===== config.mk =====
export PLATFORM = sky130hd
export DESIGN_NAME = channel_scheduler
export DESIGN_NICKNAME = d
export VERILOG_FILES = /design/src/rtl/channel_scheduler.sv
export SDC_FILE = /design/constraint.sdc
export NUM_CORES = 1
export LEC_CHECK = 0
export ABC_AREA = 1
export CAP_MARGIN = 10
export CORE_MARGIN = 2
export CORE_UTILIZATION = 40
export CTS_CLUSTER_SIZE = 20
export DETAILED_ROUTE_END_ITERATION = 6
export DONT_BUFFER_PORTS = 1
export PLACE_DENSITY = 0.57
export RECOVER_POWER = 25
export REMOVE_ABC_BUFFERS = 1
export SYNTH_ARGS = -nofsm -noshare
export SYNTH_HDL_FRONTEND = slang
export SYNTH_SLANG_ARGS = --single-unit

===== constraint.sdc =====
create_clock -name clk -period 2.54 [get_ports clk]
set_input_delay 0.508 -clock clk [delete_from_list [all_inputs] [get_ports clk]]
set_output_delay 0.508 -clock clk [all_outputs]
set_load 0.01 [all_outputs]

===== src/rtl/channel_scheduler.sv =====
// channel_scheduler: turns decoded UART commands into load/start/stop pulses
// for CH_NUM serial-output engines. Each channel keeps a shadow config, which
// commands write, and an active config, which the engine sees and which is
// refreshed only on LOAD.
//
// Handshake: i_cmd_tick is a one-cycle strobe with no back-pressure. A command
// is always consumed on the edge where the strobe is high: it either targets a
// channel (sel < CH_NUM) or raises o_cmd_err for one cycle and changes nothing.
// i_ch_done_tick and every o_ch_* pulse are single-cycle strobes with no ready.
module channel_scheduler #(
  parameter int DATA_BIT = 32,
  parameter int CH_NUM   = 4
) (
  input  logic                       clk,
  input  logic                       rst_n,
  input  logic                       i_cmd_tick,
  input  logic [DATA_BIT-1:0]        i_cmd_pattern,
  input  logic [DATA_BIT-1:0]        i_cmd_freq,
  input  logic [3:0]                 i_cmd_sel,
  input  logic                       i_cmd_start,
  input  logic                       i_cmd_stop,
  input  logic                       i_cmd_mode,
  input  logic [CH_NUM-1:0]          i_ch_done_tick,
  output logic [CH_NUM*DATA_BIT-1:0] o_ch_pattern,
  output logic [CH_NUM*DATA_BIT-1:0] o_ch_freq,
  output logic [CH_NUM-1:0]          o_ch_mode,
  output logic [CH_NUM-1:0]          o_ch_load,
  output logic [CH_NUM-1:0]          o_ch_start,
  output logic [CH_NUM-1:0]          o_ch_stop,
  output logic [CH_NUM-1:0]          o_ch_busy,
  output logic                       o_cmd_err,
  output logic [2*CH_NUM-1:0]        o_ch_state
);

  typedef enum logic [1:0] {
    ST_IDLE  = 2'd0,
    ST_LOAD  = 2'd1,
    ST_START = 2'd2,
    ST_RUN   = 2'd3
  } ch_state_e;

  ch_state_e           state_q [CH_NUM];
  ch_state_e           state_d [CH_NUM];
  logic [DATA_BIT-1:0] shadow_pat_q  [CH_NUM];
  logic [DATA_BIT-1:0] shadow_freq_q [CH_NUM];
  logic [DATA_BIT-1:0] act_pat_q     [CH_NUM];
  logic [DATA_BIT-1:0] act_freq_q    [CH_NUM];
  logic [CH_NUM-1:0]   shadow_mode_q;
  logic [CH_NUM-1:0]   act_mode_q;
  logic [CH_NUM-1:0]   pending_q, pending_d;
  logic [CH_NUM-1:0]   load_d, start_d, stop_d, busy_d;
  logic [CH_NUM-1:0]   cmd_hit, start_hit, stop_hit;
  logic                sel_ok;

  // Widened compare so CH_NUM = 16 still fits
  assign sel_ok = ({1'b0, i_cmd_sel} < 5'(CH_NUM));

  // Decode which channel (if any) the current command targets
  always_comb begin
    cmd_hit = '0;
    for (int k = 0; k < CH_NUM; k++) begin
      cmd_hit[k] = i_cmd_tick && sel_ok && (i_cmd_sel == 4'(k));
    end
    start_hit = cmd_hit & {CH_NUM{i_cmd_start}};
    stop_hit  = cmd_hit & {CH_NUM{i_cmd_stop}};
  end

  // Per-channel next state, pending flag and pulse requests; stop beats everything
  always_comb begin
    pending_d = pending_q;
    load_d    = '0;
    start_d   = '0;
    stop_d    = '0;
    busy_d    = '0;
    for (int k = 0; k < CH_NUM; k++) begin
      state_d[k] = state_q[k];
      if (stop_hit[k]) begin
        state_d[k]   = ST_IDLE;
        pending_d[k] = 1'b0;
        stop_d[k]    = 1'b1;
      end else begin
        case (state_q[k])
          ST_IDLE: begin
            if (start_hit[k]) state_d[k] = ST_LOAD;
          end
          ST_LOAD: begin
            state_d[k] = ST_START;
            if (start_hit[k]) pending_d[k] = 1'b1;
          end
          ST_START: begin
            state_d[k] = ST_RUN;
            if (start_hit[k]) pending_d[k] = 1'b1;
          end
          ST_RUN: begin
            if (i_ch_done_tick[k]) begin
              // A start arriving with the done tick reloads straight away
              if (pending_q[k] || start_hit[k]) state_d[k] = ST_LOAD;
              else if (act_mode_q[k])           state_d[k] = ST_START;
              else                              state_d[k] = ST_IDLE;
            end else if (start_hit[k]) begin
              pending_d[k] = 1'b1;
            end
          end
          default: state_d[k] = ST_IDLE;
        endcase
      end
      // Entering LOAD consumes any queued start
      if (state_d[k] == ST_LOAD) begin
        load_d[k]    = 1'b1;
        pending_d[k] = 1'b0;
      end
      start_d[k] = (state_d[k] == ST_START);
      busy_d[k]  = (state_d[k] != ST_IDLE);
    end
  end

  // State, config registers and registered output pulses
  always_ff @(posedge clk or negedge rst_n) begin
    if (!rst_n) begin
      for (int k = 0; k < CH_NUM; k++) begin
        state_q[k]       <= ST_IDLE;
        shadow_pat_q[k]  <= '0;
        shadow_freq_q[k] <= '0;
        act_pat_q[k]     <= '0;
        act_freq_q[k]    <= '0;
      end
      shadow_mode_q <= '0;
      act_mode_q    <= '0;
      pending_q     <= '0;
      o_ch_load     <= '0;
      o_ch_start    <= '0;
      o_ch_stop     <= '0;
      o_ch_busy     <= '0;
      o_cmd_err     <= 1'b0;
    end else begin
      for (int k = 0; k < CH_NUM; k++) begin
        state_q[k] <= state_d[k];
        if (cmd_hit[k]) begin
          shadow_pat_q[k]  <= i_cmd_pattern;
          shadow_freq_q[k] <= i_cmd_freq;
          shadow_mode_q[k] <= i_cmd_mode;
        end
        // Active config is valid while o_ch_load is high; a same-edge
        // command is forwarded since the shadow is only being written now
        if (load_d[k]) begin
          act_pat_q[k]  <= cmd_hit[k] ? i_cmd_pattern : shadow_pat_q[k];
          act_freq_q[k] <= cmd_hit[k] ? i_cmd_freq    : shadow_freq_q[k];
          act_mode_q[k] <= cmd_hit[k] ? i_cmd_mode    : shadow_mode_q[k];
        end
      end
      pending_q  <= pending_d;
      o_ch_load  <= load_d;
      o_ch_start <= start_d;
      o_ch_stop  <= stop_d;
      o_ch_busy  <= busy_d;
      o_cmd_err  <= i_cmd_tick && !sel_ok;
    end
  end

  // Pack active configs and per-channel FSM state onto flat output buses
  always_comb begin
    o_ch_pattern = '0;
    o_ch_freq    = '0;
    o_ch_state   = '0;
    for (int k = 0; k < CH_NUM; k++) begin
      o_ch_pattern[k*DATA_BIT +: DATA_BIT] = act_pat_q[k];
      o_ch_freq[k*DATA_BIT +: DATA_BIT]    = act_freq_q[k];
      o_ch_state[2*k +: 2]                 = state_q[k];
    end
  end

  assign o_ch_mode = act_mode_q;

endmodule


==> key figures, run 1 <==
Run status
  – Status: finished with violations
  – Failing checks: negative hold slack, max-slew violations

Floorplan
  – DIE HEIGHT: 233 µm
  – Core Area: 0.0522 mm²
  – Die span in x: 233 µm
  – I/O Pins: 363
  – Rows: 84
  – DIE AREA: 0.0544 mm²
  – Initial core utilization: 0.402

Cells and area
  – Antenna Cells: 0
  – Area growth from synthesis to layout: 13.2%
  – Layout cells sized above 1: 0.0742
  – Final nets: 2255

Logic synthesis
  – Synth top area share: 0.653
  – Synth Instances: 2208
  – Synthesized area: 0.0210 mm²
  – Mean area per synthesized cell: 9.52 µm²
  – Post-synthesis cell type count: 22
  – Seq/Total Area, Yosys: 0.653
  – Synth warn: 0
  – Seq cells post-synth: 549
  – Synth area leader: dfrtp_1
  – Dominant cells by area after synthesis: dfrtp_1 (65%), nand2_1 (14%), o21ai_0 (6.4%)

Clock network
  – Clock slew at reported path FFs: 0.06 ns
  – Clock Sinks: 549
  – Clock Latency Late Sink: 0.60 ns
  – CTS root buffer: clkbuf_16
  – Number of buffers added for setup after CTS: 0
  – Max clock buf depth: 3
  – Post_cts resized: 0
  – CTS tree: built
  – Number of buffers created by CTS: 57
  – H-tree lvl count: 2

STA
  – Max frequency: 0.453 GHz
  – Slew headroom: -0.419
  – RSZ-0062 raised after global routing: no
  – Setup Skew: 0.0124 ns
  – Final setup fails: 0
  – Worst-margin pin slew: 2.13 ns
  – Hold_ws: -0.394 ns
  – Final Hold Viols: 328
  – Final slew viol count: 267
  – Tmin final: 2.21 ns
  – Final critical-path share of the clock period: 0.869

Place
  – Placer congestion estimate: 0.836
  – Port Buffers: 0
  – Post-detail-place hpwl: 36800 µm

Detailed routing
  – Final wirelength: 59500 µm
  – Via Count: 15000
  – TritonRoute pass-1 iters: 5
  – Drc violations: 0
  – Initial DRC Count: 1329
  – Vias per cell: 5.19
  – DRT antenna net count: 0
  – Drt wl/cell: 20.5 µm

GRT
  – First-pass GRT wire length: 91300 µm
  – Largest net degree at the start of global routing: 550
  – Initial antenna violation count: 2
  – Total grt overflow: 0
  – Total GRT Usage: 0.218
  – Vias in the first global route: 14900

Run
  – Max Cap Viol: 0

Critical path
  – Worst Setup End Kind: flip-flop
  – Worst R2R Setup Slack: 0.33 ns
  – Crit path max fanout: 66
  – Critical path arrival: 2.75 ns
  – CP Class: flip-flop to flip-flop
  – Required @ worst endpoint: 3.08 ns
  – Setup crit start kind: flip-flop

Pwr
  – Worst vdd ir: 0.000910 V
  – Pleak: 12.4 nW
  – Overall power: 0.0334 W
  – PD cells: 1400 mW/mm²

Min path
  – Class of the worst hold path: input port to async pin
stage by stage:
stage / instances / setup WS [ns] / TNS [ns] / area, µm² / utilization
floorplan: 2068 / -1.92 / -526.29 / 20300 / -
global placement: 2794 / 0.326 / 0 / 21800 / 0.417
detailed placement: 2794 / 0.295 / 0 / 21800 / 0.417
CTS: 2899 / 0.342 / 0 / 23800 / 0.456
global route: 2899 / 0.166 / 0 / 23800 / 0.456
finish: 2899 / 0.332 / 0 / 23800 / 0.456
layer usage:
layer  vias up  share of wire  global-route usage  wire length, µm
li1       6998              -                   -                -
met1      7459           0.44               0.298            26000
met2       482           0.45               0.334            26800
met3        92          0.086              0.0657             5120
met4         2          0.026              0.0697             1520
met5         -        0.00017                   0               10
cell usage after synthesis, drive strengths merged:
master and number:
nand2 813, dfrtp 549, o21ai 272, nand3 268, inv 96, buf 72, clkbuf 68, nor2 27
ha 12, a21oi 10, or2 8, a211oi 4, nand4 4, o21a 4, nor3 1
final timing paths:
| check | from | end | cells after the start |
|---|---|---|---|
| setup / recovery | o_ch_state[2] | o_ch_freq[33] | 9 |
| hold / removal | rst_n | shadow_pat_q[86] | 0 |
| setup reg to reg | o_ch_state[2] | o_ch_freq[33] | 9 |
| hold reg to reg | shadow_pat_q[77] | shadow_pat_q[77] | 2 |
| max in group asynchronous | rst_n | shadow_freq_q[68] | 0 |
| min in group clk | i_cmd_tick | o_cmd_err | 2 |
critical path: stages (launching register included):
cell and delay (ns):
dfrtp_1 0.51, inv_1 0.12, ha_1 0.25, or2_2 0.28
a21oi_1 0.24, nor2_4 0.10, nand2_4 0.09, buf_12 0.32
nand2_1 0.11, nand2_1 0.08
kinds of logic after synthesis:
family / count (synthesis) / synth area share
fa+ha+maj: 12 / 0.00714
compound gates: 290 / 0.0700
buf+inv: 236 / 0.0493
simple gates: 1121 / 0.220
flops: 549 / 0.653
cell usage in the layout, fill, tap and decap left out, types with 5 or more instances in the layout:
cell,instances
nand2_1,801
clkbuf_16,59
o21ai_0,270
ha_1,12
or2_2,8
nand2_4,12
buf_12,17
clkbuf_1,9
inv_1,95
bufinv_16,5
clkinv_2,9
dfrtp_1,549
buf_4,21
nand3_1,268
clkbuf_8,19
a21oi_1,10
nor2_1,19
report_power, final:
part	switching, W	leakage [nW]	internal [W]
sequential	0.00261	7.05	0.0113
clock	0.00349	0.998	0.00530
combinational	0.00763	4.36	0.00302
total	0.0137	12.4	0.0197
flip-flops by register name (all words and copies together) (netlist names):
register       cells
shadow_mode_q      4
shadow_freq_q    128
o_ch_mode          4
o_ch_pattern     128
o_ch_start         4
o_ch_load          4
shadow_pat_q     128
o_ch_busy          4
o_ch_freq        128
o_ch_state         8
pending_q          4
o_cmd_err          1
o_ch_stop          4
area by class of cell:
cell class | instances | area [µm²]
clock inverters | 18 | 230
well taps | 688 | 861
clock buffers | 87 | 1770
flip-flops and latches | 549 | 13700
multi-input cells | 1423 | 6340
fillers | 4975 | 28400
inverters | 96 | 360
repair buffers | 38 | 498
(Power assumes the default switching activity.)
==> run 2, diff against run 1 <==
--- a/config.mk
+++ b/config.mk
@@ -7,11 +7,13 @@
 export LEC_CHECK = 0
 export ABC_AREA = 1
 export CAP_MARGIN = 10
+export CORE_ASPECT_RATIO = 0.5
 export CORE_MARGIN = 2
 export CORE_UTILIZATION = 40
 export CTS_CLUSTER_SIZE = 20
 export DETAILED_ROUTE_END_ITERATION = 6
 export DONT_BUFFER_PORTS = 1
+export GPL_TIMING_DRIVEN = 0
 export PLACE_DENSITY = 0.57
 export RECOVER_POWER = 25
 export REMOVE_ABC_BUFFERS = 1
==> key figures, run 2 (synthesis gave the netlist of run 1 again) <==
Run status
  – Status: finished with violations
  – Failing checks: negative hold slack, max-slew violations

Pwr
  – Worst vdd ir: 0.00128 V
  – Overall power: 0.0359 W
  – PD cells: 1480 mW/mm²
  – Pleak: 12.5 nW

Floorplan
  – I/O Pins: 363
  – DIE HEIGHT: 166 µm
  – Initial core utilization: 0.405
  – Core Area: 0.0520 mm²
  – Die span in x: 328 µm
  – DIE AREA: 0.0545 mm²
  – Rows: 59

STA
  – PnR worst setup slack: 0.0965 ns
  – Slew headroom: -0.226
  – Setup Skew: 0.0307 ns
  – Final Hold Viols: 334
  – Hold_ws: -0.389 ns
  – Max frequency: 0.409 GHz
  – Setup TNS: 0 ns
  – Final slew viol count: 353
  – Tmin final: 2.44 ns
  – Worst-margin pin slew: 1.84 ns
  – Final critical-path share of the clock period: 0.962
  – Final setup fails: 0

Critical path
  – Buf+Inv Stages, Crit Path: 3
  – CP Cell Sequence: inv_1, ha_1, or2_2, a21oi_2, nand2_2, nand2_8, buf_16, nand2_8, clkbuf_16, nand2_1, nand2_1
  – Worst Setup End Kind: flip-flop
  – Slowest cell on crit path: dfrtp_2
  – Critical path arrival: 2.92 ns
  – Crit path max fanout: 23
  – Setup crit start kind: flip-flop
  – CP top delay family: simple AND/OR/NAND/NOR gates
  – CP Class: flip-flop to flip-flop
  – Required @ worst endpoint: 3.02 ns
  – Worst stage delay on the critical path: 0.49 ns

Place
  – Port Buffers: 0
  – Post-detail-place hpwl: 36400 µm
  – Placer congestion estimate: 0.765
  – Placement Setup Slack: -1.37 ns

Run
  – Max Cap Viol: 0

Clock network
  – Clock slew at reported path FFs: 0.07 ns
  – Number of buffers created by CTS: 51
  – Max clock buf depth: 3
  – H-tree lvl count: 2
  – CTS tree: built
  – CTS root buffer: clkbuf_16
  – Clock Sinks: 549
  – Clock Latency Late Sink: 0.60 ns

GRT
  – Vias in the first global route: 14900
  – First-pass GRT wire length: 102000 µm
  – Total grt overflow: 0
  – Total GRT Usage: 0.250
  – Largest net degree at the start of global routing: 550
  – Initial antenna violation count: 2

Cells and area
  – Final nets: 2262
  – Final core occ: 0.465
  – Commonest non-fill, non-tap cells in the layout: nand2_1 (798), dfrtp_1 (545), o21ai_0 (270)
  – Commonest non-fill, non-tap cell in the layout: nand2_1
  – Area growth from synthesis to layout: 15.0%
  – Fillers: 5012
  – Layout cells sized above 1: 0.0836

Detailed routing
  – Vias per cell: 5.31
  – TritonRoute pass-1 iters: 5
  – Drc violations: 0
  – DRT antenna net count: 0
  – Final wirelength: 69100 µm
  – Drt wl/cell: 23.7 µm
  – Via Count: 15500
  – Initial DRC Count: 1652

Min path
  – Class of the worst hold path: input port to async pin
==> run 2: changes by cell type in the layout (fill, tap and decap cells not counted), moves of 4 or more <==
cell	before	now
a21oi_1	10	5
a21oi_2	0	4
buf_12	17	11
buf_16	0	12
buf_4	21	13
bufbuf_16	0	4
clkbuf_1	9	5
clkbuf_16	59	54
dfrtp_1	549	545
dfrtp_2	0	4
nand2_8	0	9
==> run 2: layer usage <==
metal	up-vias	wire, µm	GRT usage	share of wire
li1	7042	-	-	-
met1	7888	29500	0.341	0.43
met2	464	33400	0.408	0.48
met3	85	4750	0.0540	0.069
met4	0	1460	0.0602	0.021
met5	-	0	0	0
==> run 2: final timing paths <==
check                              endpoint  cells past startpoint  slack [ns]             start
setup / recovery           o_ch_pattern[93]                     11         0.1     o_ch_state[4]
hold / removal                o_ch_freq[65]                      0       -0.39             rst_n
setup reg to reg           o_ch_pattern[93]                     11         0.1     o_ch_state[4]
hold reg to reg            shadow_pat_q[12]                      2        0.50  shadow_pat_q[12]
max in group asynchronous     o_ch_state[2]                      0        1.32             rst_n
min in group clk                  o_cmd_err                      2        0.08        i_cmd_tick
==> run 2: through the flow <==
stage,std cells,area (µm²)
3_3_place_gp,2769,21200
6_report,2916,24200
4_1_cts,2903,24000
2_1_floorplan,2068,20300
5_1_grt,2916,24200
3_5_place_dp,2788,21800
==> run 2: final cells by class <==
| class | count | area, µm² | share of cell area |
|---|---|---|---|
| inverter | 96 | 360 | 0.0149 |
| sequential | 549 | 13700 | 0.568 |
| timing repair buffer | 44 | 851 | 0.0352 |
| clock inverter | 21 | 256 | 0.0106 |
| multi-input combinational | 1430 | 6540 | 0.270 |
| clock buffer | 74 | 1550 | 0.0643 |
| antenna | 1 | 2.50 | 0.000103 |
| tap | 701 | 877 | 0.0363 |
==> run 2: timing repair <==
item	in CTS	in global routing
setup buffers	9	9
endpoints found under the setup margin	268	167
resized for setup	19	8
pin swaps	8	8
endpoints found under the hold margin	549	549
gates cloned	11	3
==> run 2: where the power goes <==
group / total (W) / switching [W] / internal (W)
Combinational: 0.0137 / 0.00935 / 0.00432
Clock: 0.00824 / 0.00348 / 0.00477
Sequential: 0.0140 / 0.00264 / 0.0113
Total: 0.0359 / 0.0155 / 0.0204
